$ cat src/rtl/mem_port_arbiter_pkg.sv
// Shared definitions for the unified memory port arbiter: FSM encoding,
// default widths and the second-beat address step.
package mem_port_arbiter_pkg;

    localparam int DW_DEF    = 16;
    localparam int AW_DEF    = 20;
    localparam int BEAT2_INC = 1;

    typedef enum logic [1:0] {
        ST_IDLE     = 2'd0,
        ST_D_BEAT2  = 2'd1,
        ST_D_RDWAIT = 2'd2
    } state_t;

endpackage

$ cat src/rtl/mem_port_arbiter.sv
// Arbitrates the single-port unified memory between instruction fetch and the
// MEM stage; data accesses have priority, fetch uses the slot under a read return.
module mem_port_arbiter
    import mem_port_arbiter_pkg::*;
#(
    parameter int DW = DW_DEF,
    parameter int AW = AW_DEF
) (
    input  logic            clk,
    input  logic            rst_n,
    input  logic            if_req,
    input  logic [AW-1:0]   if_addr,
    output logic            if_gnt,
    output logic            if_valid,
    output logic [DW-1:0]   if_rdata,
    input  logic            d_req,
    input  logic            d_we,
    input  logic            d_two,
    input  logic [AW-1:0]   d_addr,
    input  logic [2*DW-1:0] d_wdata,
    output logic            d_done,
    output logic [2*DW-1:0] d_rdata,
    output logic            stall_if,
    output logic            stall_mem,
    output logic            mem_en,
    output logic            mem_we,
    output logic [AW-1:0]   mem_addr,
    output logic [DW-1:0]   mem_wdata,
    input  logic [DW-1:0]   mem_rdata
);

    state_t          r_state;
    state_t          w_nxt;
    logic [DW-1:0]   r_lo;
    logic            r_rd_owner_if;

    logic            w_if_gnt;
    logic            w_d_done;
    logic            w_cap;
    logic            w_mem_en;
    logic            w_mem_we;
    logic [AW-1:0]   w_mem_addr;
    logic [DW-1:0]   w_mem_wdata;
    logic [2*DW-1:0] w_d_rdata;
    logic [AW-1:0]   w_addr_b2;

    assign w_addr_b2 = d_addr + AW'(BEAT2_INC);

    always_comb begin
        w_nxt       = r_state;
        w_if_gnt    = 1'b0;
        w_d_done    = 1'b0;
        w_cap       = 1'b0;
        w_mem_en    = 1'b0;
        w_mem_we    = 1'b0;
        w_mem_addr  = '0;
        w_mem_wdata = '0;
        w_d_rdata   = '0;
        case (r_state)
            ST_IDLE: begin
                if (d_req) begin
                    w_mem_en    = 1'b1;
                    w_mem_we    = d_we;
                    w_mem_addr  = d_addr;
                    w_mem_wdata = d_we ? d_wdata[DW-1:0] : '0;
                    if (d_two)
                        w_nxt = ST_D_BEAT2;
                    else if (d_we)
                        w_d_done = 1'b1;
                    else
                        w_nxt = ST_D_RDWAIT;
                end else if (if_req) begin
                    w_mem_en   = 1'b1;
                    w_mem_addr = if_addr;
                    w_if_gnt   = 1'b1;
                end
            end
            ST_D_BEAT2: begin
                w_mem_en    = 1'b1;
                w_mem_we    = d_we;
                w_mem_addr  = w_addr_b2;
                w_mem_wdata = d_we ? d_wdata[2*DW-1:DW] : '0;
                if (d_we) begin
                    w_d_done = 1'b1;
                    w_nxt    = ST_IDLE;
                end else begin
                    // beat-1 read data is on mem_rdata now
                    w_cap = 1'b1;
                    w_nxt = ST_D_RDWAIT;
                end
            end
            ST_D_RDWAIT: begin
                w_d_done  = 1'b1;
                w_d_rdata = d_two ? {mem_rdata, r_lo} : {{DW{1'b0}}, mem_rdata};
                // the port itself is idle while the last read beat returns
                if (if_req) begin
                    w_mem_en   = 1'b1;
                    w_mem_addr = if_addr;
                    w_if_gnt   = 1'b1;
                end
                w_nxt = ST_IDLE;
            end
            default: w_nxt = ST_IDLE;
        endcase
    end

    always_ff @(posedge clk or negedge rst_n) begin
        if (!rst_n) begin
            r_state       <= ST_IDLE;
            r_lo          <= '0;
            r_rd_owner_if <= 1'b0;
        end else begin
            r_state       <= w_nxt;
            r_rd_owner_if <= w_if_gnt;
            if (w_cap)
                r_lo <= mem_rdata;
        end
    end

    // outputs forced low for the whole reset window, not just after the edge
    assign if_gnt    = rst_n & w_if_gnt;
    assign d_done    = rst_n & w_d_done;
    assign mem_en    = rst_n & w_mem_en;
    assign mem_we    = rst_n & w_mem_we;
    assign mem_addr  = rst_n ? w_mem_addr  : '0;
    assign mem_wdata = rst_n ? w_mem_wdata : '0;
    assign d_rdata   = rst_n ? w_d_rdata   : '0;
    assign if_valid  = r_rd_owner_if;
    assign if_rdata  = rst_n ? mem_rdata : '0;

    assign stall_if  = if_req & ~if_gnt;
    assign stall_mem = d_req  & ~d_done;

endmodule
$ cat config.mk
export PLATFORM = sky130hd
export DESIGN_NAME = mem_port_arbiter
export DESIGN_NICKNAME = d
export VERILOG_FILES = /design/src/rtl/mem_port_arbiter_pkg.sv /design/src/rtl/mem_port_arbiter.sv
export SDC_FILE = /design/constraint.sdc
export NUM_CORES = 1
export LEC_CHECK = 0
export CORE_ASPECT_RATIO = 1.4
export CORE_MARGIN = 2
export CORE_UTILIZATION = 33
export DETAILED_ROUTE_END_ITERATION = 10
export PLACE_DENSITY_LB_ADDON = 0.25
export REMOVE_ABC_BUFFERS = 1
export SLEW_MARGIN = 20
export SYNTH_ARGS = -nofsm -noshare
export SYNTH_HDL_FRONTEND = slang
export SYNTH_SLANG_ARGS = --single-unit
$ cat constraint.sdc
create_clock -name clk -period 3 [get_ports clk]
set_clock_uncertainty 0.05 [all_clocks]
set_input_delay 0.9 -clock clk [delete_from_list [all_inputs] [get_ports clk]]
set_output_delay 0.9 -clock clk [all_outputs]
set_load 0.05 [all_outputs]
==> results of run 1 <==
-- power groups by stage --
stage	Clock, mW	Sequential (mW)	Combinational, mW
after floorplan	0	0.351	0.401
after global placement	0	0.349	0.914
final	0.185	0.359	1.05
after detailed placement	0	0.358	0.937
after CTS	0.186	0.354	0.981
after global routing	0.197	0.364	1.09
-- synthesized netlist by cell type (all sizes together) --
master	n	share of area
nor2b	4	0.011
and2b	1	0.0033
nor2	53	0.089
inv	3	0.0050
a22oi	24	0.079
a221oi	1	0.0039
a31oi	1	0.0028
mux2	16	0.079
a221o	2	0.0088
or3	1	0.0050
mux2i	16	0.071
nor3b	3	0.015
a222oi	3	0.013
and3	19	0.052
a21bo	1	0.0044
ha	1	0.0055
nor3	4	0.016
nor4	3	0.011
a2bb2oi	1	0.0039
o311ai	1	0.0039
a32oi	1	0.0039
nand4	3	0.014
buf	10	0.038
xnor2	4	0.015
a21oi	6	0.013
nand2b	3	0.0083
a21o	1	0.0033
and2	21	0.058
nand3	13	0.029
o21ai	11	0.024
nand2	18	0.030
clkbuf	13	0.031
xor2	6	0.023
o22ai	6	0.017
dfrtp	19	0.21
-- registers in the layout, summed over array words and instances, names as in the netlist --
name	flops
r_lo	16
r_state	2
if_valid	1
-- stage by stage --
| step | utilization | cell area (um2) | TNS, ps | setup WS (ps) |
|---|---|---|---|---|
| 6_report | 0.919 | 6070 | -4220 | -403 |
| 5_1_grt | 0.919 | 6070 | -5610 | -441 |
| 4_1_cts | 0.878 | 5800 | -1850 | -251 |
| 3_5_place_dp | 0.823 | 5440 | -38130 | -724 |
| 3_3_place_gp | 0.823 | 5440 | -34760 | -656 |
| 2_1_floorplan | - | 2110 | -20010 | -1400 |
-- layout make-up --
class | instances | area [um2] | area share
Tap cell | 92 | 115 | 0.0189
Timing Repair Buffer | 260 | 3380 | 0.556
Sequential cell | 19 | 477 | 0.0785
Multi-Input combinational cell | 249 | 2040 | 0.336
Inverter | 3 | 11.3 | 0.00185
Clock inverter | 1 | 7.51 | 0.00124
Clock buffer | 3 | 41.3 | 0.00680
-- layer usage --
metal,share of wire,up-vias
met4,0.068,0
met1,0.33,1771
li1,-,1545
met3,0.087,97
met2,0.52,280
met5,0,-
-- kinds of logic after synthesis --
kind of cell	share of synthesized area
mux	0.150
flops	0.210
fa+ha+maj	0.00551
simple gates	0.341
buf+inv	0.0739
xor+xnor	0.0386
compound gates	0.181
-- path summary, 6_finish.rpt --
check	start	to	slack [ps]
max	d_addr[11]	mem_addr[19]	-400
min	r_lo[3]$_DFFE_PN0P_	r_lo[3]$_DFFE_PN0P_	460
max reg2reg	r_state[1]$_DFFE_PN0P_	r_lo[7]$_DFFE_PN0P_	1090
min reg2reg	r_lo[3]$_DFFE_PN0P_	r_lo[3]$_DFFE_PN0P_	460
max in group asynchronous	rst_n	r_lo[4]$_DFFE_PN0P_	1890
min in group asynchronous	rst_n	r_state[1]$_DFFE_PN0P_	630
-- layout by cell type (no fill, tap or decap), drive strengths merged, types with 11 or more instances in the layout --
cell,instances
nand2,18
mux2i,16
nand3,13
a22oi,24
buf,178
mux2,16
o21ai,11
nor2,53
and2,22
dfrtp,19
clkdlybuf4s50,73
and3,19
-- worst reg2reg max path: cells and delay by family, from the launching register on --
kind	cells	cell delay, ps
DFF	1	410
and+or+nand+nor	2	500
buffers and inverters	2	450
muxes	1	370
-- repair_timing --
action                                  in CTS  in global routing
endpoints found under the setup margin      90                 30
buffers inserted                            15                 12
pin swaps                                   36                 33
gates cloned                                 2                  0
resized for setup                          140                 62
==> metrics.md, run 1 <==
| Metric | Value |
|---|---|
| First drt pass iteration count | 5 |
| Reg2reg path depth | 5 |
| Hold Path Depth | 1 |
| Reported net switching power | 661 uW |
| Max-slew violations | 0 |
| Arr. time, crit path | 2450 ps |
| Total track usage | 0.315 |
| Number of buffers inserted by hold repair at cts | 0 |
| Starting Density | 0.343 |
| #FFs+latches synth | 19 |
| Violated checks | setup timing |
| First-pass GRT wire length | 18.5 mm |
| GRT met2 Usage | 0.598 |
| Post-route ant nets | 0 |
| Die Wd | roughly 74 um |
| Post-synthesis sequential area ratio | 0.210 |
| Worst Tran Pin Value | approximately 500 ps |
| Cell Chain, Critical Path | buf_6 -> nand4_4 -> buf_6 -> nor4_4 -> buf_4 -> nand3_2 -> xor2_1 -> o21ai_1 -> buf_4 -> buf_12 |
| Maximum VDD drop | 0.190 mV |
| Worst hold slack | 464 ps |
| WP data required | 2050 ps |
| Routed vias/inst | between 5 and 6 |
| Area Growth Syn to Fin | 168% |
| Worst path depth | 10 |
| Die Ht | 102 um |
| Finish-stage setup viols | 27 |
| Fin crit share | 1.13 |
| CP endpoint kind | output port |
| Post-Place Cells | 604 |
| Max Cap Viol | 0 |
| Initial antenna violation count | 0 |
| Max_slew headroom | 0.660 |
| Clock root buffer master | clkbuf_8 |
| Static leakage | 2.55 nW |
| H-tree levels | 1 |
| M3 GR Usage | 0.0680 |
| Switch share | 0.415 |
| Reg clk slew, reported paths | ~80 ps |
| Synth unique cells | 45 |
| Classification of the worst setup path | input port to output port |
| # clock sinks | 19 |
| Combinational power share | 0.659 |
| Max FO, Critical Path | 4 |
| Clk Latency, worst-skew pair | around 260 ps |
| Vias in the first global route | 3806 |
| Slowest-stage cell, CP | nor4_4 |
| Max stage delay on crit path | around 300 ps |
| Cell Int Power | about 930 uW |
| Longest Clk Path Bufs | 2 |
| TritonCTS buffer count | 3 |
| IO buf count | 184 |
| DRC violation count after routing | 0 |
| Worst hold-check path type | flip-flop to flip-flop |
| Grt peak-use layer | met2 |
| Post-synthesis cell count | 293 |
| Filler Cells Inserted | 211 |
| Synth warn | 0 |
| Aggregate global routing overflow | 0 |
| IO Pins | 185 |
| Seq pwr share | 0.225 |
| Hold Vio Cnt, Final | 0 |
| Post-Syn Area per Cell | 7.74 um2 |
| Final Routed Wirelength | 14.4 mm |
| Synthesized area | 2270 um2 |
| Vias | between 3000 and 4000 |
| Met1 Usage GRT | 0.304 |
| Clk network pwr share | 0.116 |
| # rows | 35 |
| Final nets | 631 |
| Ant diodes | 0 |
| Final worst setup slack | -403 ps |
| CTS tree | yes |
| Final non-filler cell total | around 630 |
| Largest net degree at the start of global routing | 33 |
| Worst setup SP type | input port |
| Gpl congestion | 0.834 |
| Overall power | 1.60 mW |
| RSZ-0062 raised after global routing | true |
| PD cells | 263 nW/um2 |
| Share of layout cells above drive strength 1 | 0.520 |
| Routed len/inst | 23.0 um |
| CP delay by family, top | buffers and inverters |
| Initial DRC Count | 258 |
| Core area | 6610 um2 |
| Max Fclk | just under 300 MHz |
| Final min period | 3400 ps |
| HPWL Detailed | approximately 8.2 mm |
| Crit path buffers/inverters | 5 |
| Die Footprint | 7560 um2 |
| Status | finished, violations left |
Note: power is estimated with default switching activity, not from simulation.
==> run 2: changes to the inputs <==
CORE_ASPECT_RATIO = unset   (was 1.4)
==> metrics.md, run 2 (same netlist as run 1, synthesis figures left out) <==
| Metric | Value |
|---|---|
| TritonCTS buffer count | 3 (unchanged) |
| RSZ-0062 raised after global routing | true |
| Met1 Usage GRT | 0.312 (+0.00814) |
| First drt pass iteration count | 5 (unchanged) |
| Routed vias/inst | 5.66 (-4.0%) |
| Vias | 3524 (-4.6%) |
| Maximum VDD drop | 0.159 mV (-16%) |
| Grt peak-use layer | met2 |
| H-tree levels | 1 (unchanged) |
| Flop2flop setup slack | 1200 ps (+110 ps) |
| Die Wd | 86.9 um (+17%) |
| Max FO, Critical Path | 4 (unchanged) |
| Largest net degree at the start of global routing | 34 (+3.0%) |
| Worst hold-check path type | input port to async pin |
| Fin crit share | 1.12 (-0.0113) |
| Worst flop-to-flop path startpoint | r_state[1]$_DFFE_PN0P_ |
| Filler Cells Inserted | 264 (+25%) |
| Worst setup SP type | input port |
| Worst hold slack | 430 ps (-34.2 ps) |
| Share of layout cells above drive strength 1 | 0.510 (-0.00950) |
| Classification of the worst setup path | input port to output port |
| Status | finished, violations left |
| Reg clk slew, reported paths | 70 ps (about the same) |
| Arr. time, crit path | 2420 ps (-30 ps) |
| Post-route ant nets | 0 (unchanged) |
| GRT met2 Usage | 0.532 (-0.0660) |
| Area Growth Syn to Fin | 164% |
| Pre-CTS WS | -719 ps (+4.58 ps) |
| Violated checks | setup timing |
| Number of buffers inserted by hold repair at cts | 0 (unchanged) |
| Max Fclk | 297 MHz (+1.0%) |
| Final min period | 3370 ps (-34.0 ps) |
| # rows | 30 (-14%) |
| Final Routed Wirelength | 12.8 mm (-11%) |
| IO buf count | 184 (unchanged) |
| M3 GR Usage | 0.0739 (+0.00589) |
| PD cells | 262 nW/um2 (about the same) |
| CTS tree | yes |
| Longest Clk Path Bufs | 2 (unchanged) |
| Largest register FFs | 16 (unchanged) |
| Die Footprint | 7550 um2 (-0.12%) |
| Vias in the first global route | 3522 (-7.5%) |
| Max Cap Viol | 0 (unchanged) |
| Reg area | 478 um2 (+0.26%) |
| Total track usage | 0.293 (-0.0216) |
| Starting Density | 0.338 (-0.00543) |
| Hold Vio Cnt, Final | 0 (unchanged) |
| Cell Chain, Critical Path | buf_8 -> nand4_4 -> buf_6 -> nor4_4 -> buf_4 -> o21ai_0 -> a22oi_1 -> nand2_1 -> buf_12 |
| Max stage delay on crit path | 320 ps (+20 ps) |
| Largest register by flop count | r_lo |
| Finish-stage setup viols | 17 (-37%) |
| Commonest non-fill, non-tap cells in the layout | buf_12 (90), clkdlybuf4s50_1 (71), buf_4 (68) |
| Die Ht | 86.9 um (-15%) |
| Worst Tran Pin Value | 508 ps (+0.176 ps) |
| Core area | 6720 um2 (+1.6%) |
| Routed len/inst | 20.6 um (-10%) |
| Ant diodes | 0 (unchanged) |
| DRC violation count after routing | 0 (unchanged) |
| Max-slew violations | 0 (unchanged) |
| Static leakage | 2.56 nW (+0.39%) |
| Final worst setup slack | -369 ps (+34.0 ps) |
| HPWL Detailed | 8.24 mm (+0.35%) |
| Initial DRC Count | 235 (-8.9%) |
| WP data required | 2050 ps (about the same) |
| Clock root buffer master | clkbuf_8 |
| CP endpoint kind | output port |
| Commonest non-fill, non-tap cell in the layout | buf_12 |
| IO Pins | 185 (unchanged) |
| First-pass GRT wire length | 17.5 mm (-5.3%) |
| # clock sinks | 19 (unchanged) |
| Critical path startpoint | d_addr[10] |
| Max_slew headroom | 0.660 (about the same) |
| Final nets | 639 (+1.3%) |
| Clk Latency, worst-skew pair | 260 ps (about the same) |
| Initial antenna violation count | 0 (unchanged) |
| Aggregate global routing overflow | 0 (unchanged) |
| Multi-input logic area | 1920 um2 (-5.9%) |
| Slowest-stage cell, CP | nor4_4 |
| Gpl congestion | 0.949 (+14%) |
-- run 2: cell count changes in the layout (fill, tap and decap cells not counted), moves of 3 or more --
cell             before  now
clkdlybuf4s15_1       3    0
clkbuf_2              1    4
buf_4                62   68
nand3_4               4    0
-- run 2: final timing paths --
kind | end | cells after the start
min in group clk | r_lo[6]$_DFFE_PN0P_ | 1
setup / recovery | mem_addr[15] | 9
hold / removal | r_state[0]$_DFFE_PN0P_ | 1
setup reg to reg | r_lo[5]$_DFFE_PN0P_ | 4
max in group asynchronous | r_lo[4]$_DFFE_PN0P_ | 2
hold reg to reg | r_lo[6]$_DFFE_PN0P_ | 1
-- run 2: final cells by class --
type                            count  area share
Clock buffer                        4     0.00751
Inverter                            3     0.00188
Multi-Input combinational cell    249       0.320
Sequential cell                    19      0.0797
Tap cell                           80      0.0167
Timing Repair Buffer              268       0.574
-- run 2: critical path, delay by kind of cell --
family | cells | cell delay, ps
buffers and inverters | 4 | 580
AO/OA/AOI/OAI | 2 | 360
AND/OR/NAND/NOR | 3 | 570
-- run 2: stage by stage --
step / cells / total power [mW] / setup TNS, ps / area (um2) / utilization
6_report: 623 / 1.57 / -3740 / 6000 / 0.893
5_1_grt: 623 / 1.63 / -4510 / 6000 / 0.893
4_1_cts: 611 / 1.52 / -2610 / 5770 / 0.858
3_5_place_dp: 597 / 1.30 / -37980 / 5450 / 0.812
3_3_place_gp: 597 / 1.27 / -36880 / 5450 / 0.812
2_1_floorplan: 270 / 0.752 / -20010 / 2110 / -
-- run 2: what timing repair did --
item | CTS | global route
buffers inserted | 8 | 12
endpoints found under the setup margin | 90 | 42
cloned | 3 | 0
pin swaps | 27 | 23
gates resized for setup | 122 | 63
-- run 2: report_power, final --
group	switching [mW]	leakage (nW)	internal [mW]
combinational	0.508	2.31	0.529
sequential	0.0391	0.226	0.319
clock	0.0837	0.0228	0.0945
total	0.631	2.56	0.943
-- run 2: routing by layer --
layer | part of all wire | vias up
li1 | - | 1561
met1 | 0.34 | 1658
met2 | 0.52 | 230
met3 | 0.082 | 75
met4 | 0.055 | 0
met5 | 0 | -
==> run 3: changes to the inputs <==
CORE_MARGIN = unset   (was 2)
==> metrics.md, run 3 <==
| Metric | Value |
|---|---|
| Area contributors post-synth | dfrtp_1 (21%), nor2_1 (8.6%), a22oi_1 (7.9%) |
| Most frequent cell after synthesis | nor2_1 |
| Clock root buffer master | clkbuf_8 |
| Synth Flop Type | dfrtp_1 |
| Die Ht | 84.9 um (-2.3%) |
| Worst endpoint type | output port |
| IO buf count | 184 (unchanged) |
| Pre-CTS WS | -946 ps (-226 ps) |
| Err | [ERROR GRT-0232] Routing congestion too high. Check the congestion heatmap in the GUI. |
| Aggregate global routing overflow | 343 |
| # rows | 29 (-3.3%) |
| Post-Syn Area per Cell | 7.74 um2 (unchanged) |
| HPWL Detailed | 8.19 mm (-0.58%) |
| IO Pins | 185 (unchanged) |
| Starting Density | 0.349 (+0.0116) |
| Share of the synthesized area in the top cell type | 0.210 (unchanged) |
| H-tree levels | 1 (unchanged) |
| Synth warn | 0 (unchanged) |
| TritonCTS buffer count | 3 (unchanged) |
| #FFs+latches synth | 19 (unchanged) |
| Post-GRT worst EP | mem_addr[19] |
| Status | did not finish |
| Synth unique cells | 45 (unchanged) |
| Largest net degree at the start of global routing | 36 |
| Commonest cells in the netlist | nor2_1 (52), a22oi_1 (24), and2_1 (21) |
| Die Wd | 84.9 um (-2.3%) |
| Number of buffers inserted by hold repair at cts | 0 (unchanged) |
| Fail Step | global routing |
| Gpl congestion | 0.863 (-9.0%) |
| Longest Clk Path Bufs | 2 (unchanged) |
| Post-synthesis cell count | 293 (unchanged) |
| Total track usage | 0.900 |
| # clock sinks | 19 (unchanged) |
| Post-synth EDFFs | 0 (unchanged) |
| Synth area leader | dfrtp_1 |
| Synthesized area | 2270 um2 (unchanged) |
| Post-synthesis sequential area ratio | 0.210 (unchanged) |
| Async S/R FF share, synth | 1.00 (unchanged) |
==> run 3: cell counts after synthesis <==
No cell type changed its count.
==> run 3: cells by family after synthesis <==
kind of cell | Yosys count | synth area share
AND/OR/NAND/NOR | 146 | 0.341
adder cells (fa/ha/maj) | 1 | 0.00551
multiplexers | 32 | 0.150
buffers and inverters | 26 | 0.0739
XOR/XNOR | 10 | 0.0386
AO/OA/AOI/OAI | 59 | 0.181
flip-flops | 19 | 0.210
==> run 3: through the flow <==
stage	TNS [ps]	instances	area, um2
detailed placement	-42020	596	5450
global placement	-38910	596	5450
floorplan	-20010	270	2110
CTS	-1980	614	6110
==> run 3: what timing repair did <==
action                                  4_1_cts
cloned                                        2
endpoints found under the setup margin       90
setup buffers                                14
resized for setup                           204
pin swaps                                    60
==> run 3: routing by layer <==
| metal | track usage | overflow |
|---|---|---|
| met4 | 0.958 | 105 |
| met3 | 0.712 | 3 |
| met1 | 0.863 | 2 |
| met2 | 1.12 | 231 |
| met5 | 0.322 | 2 |
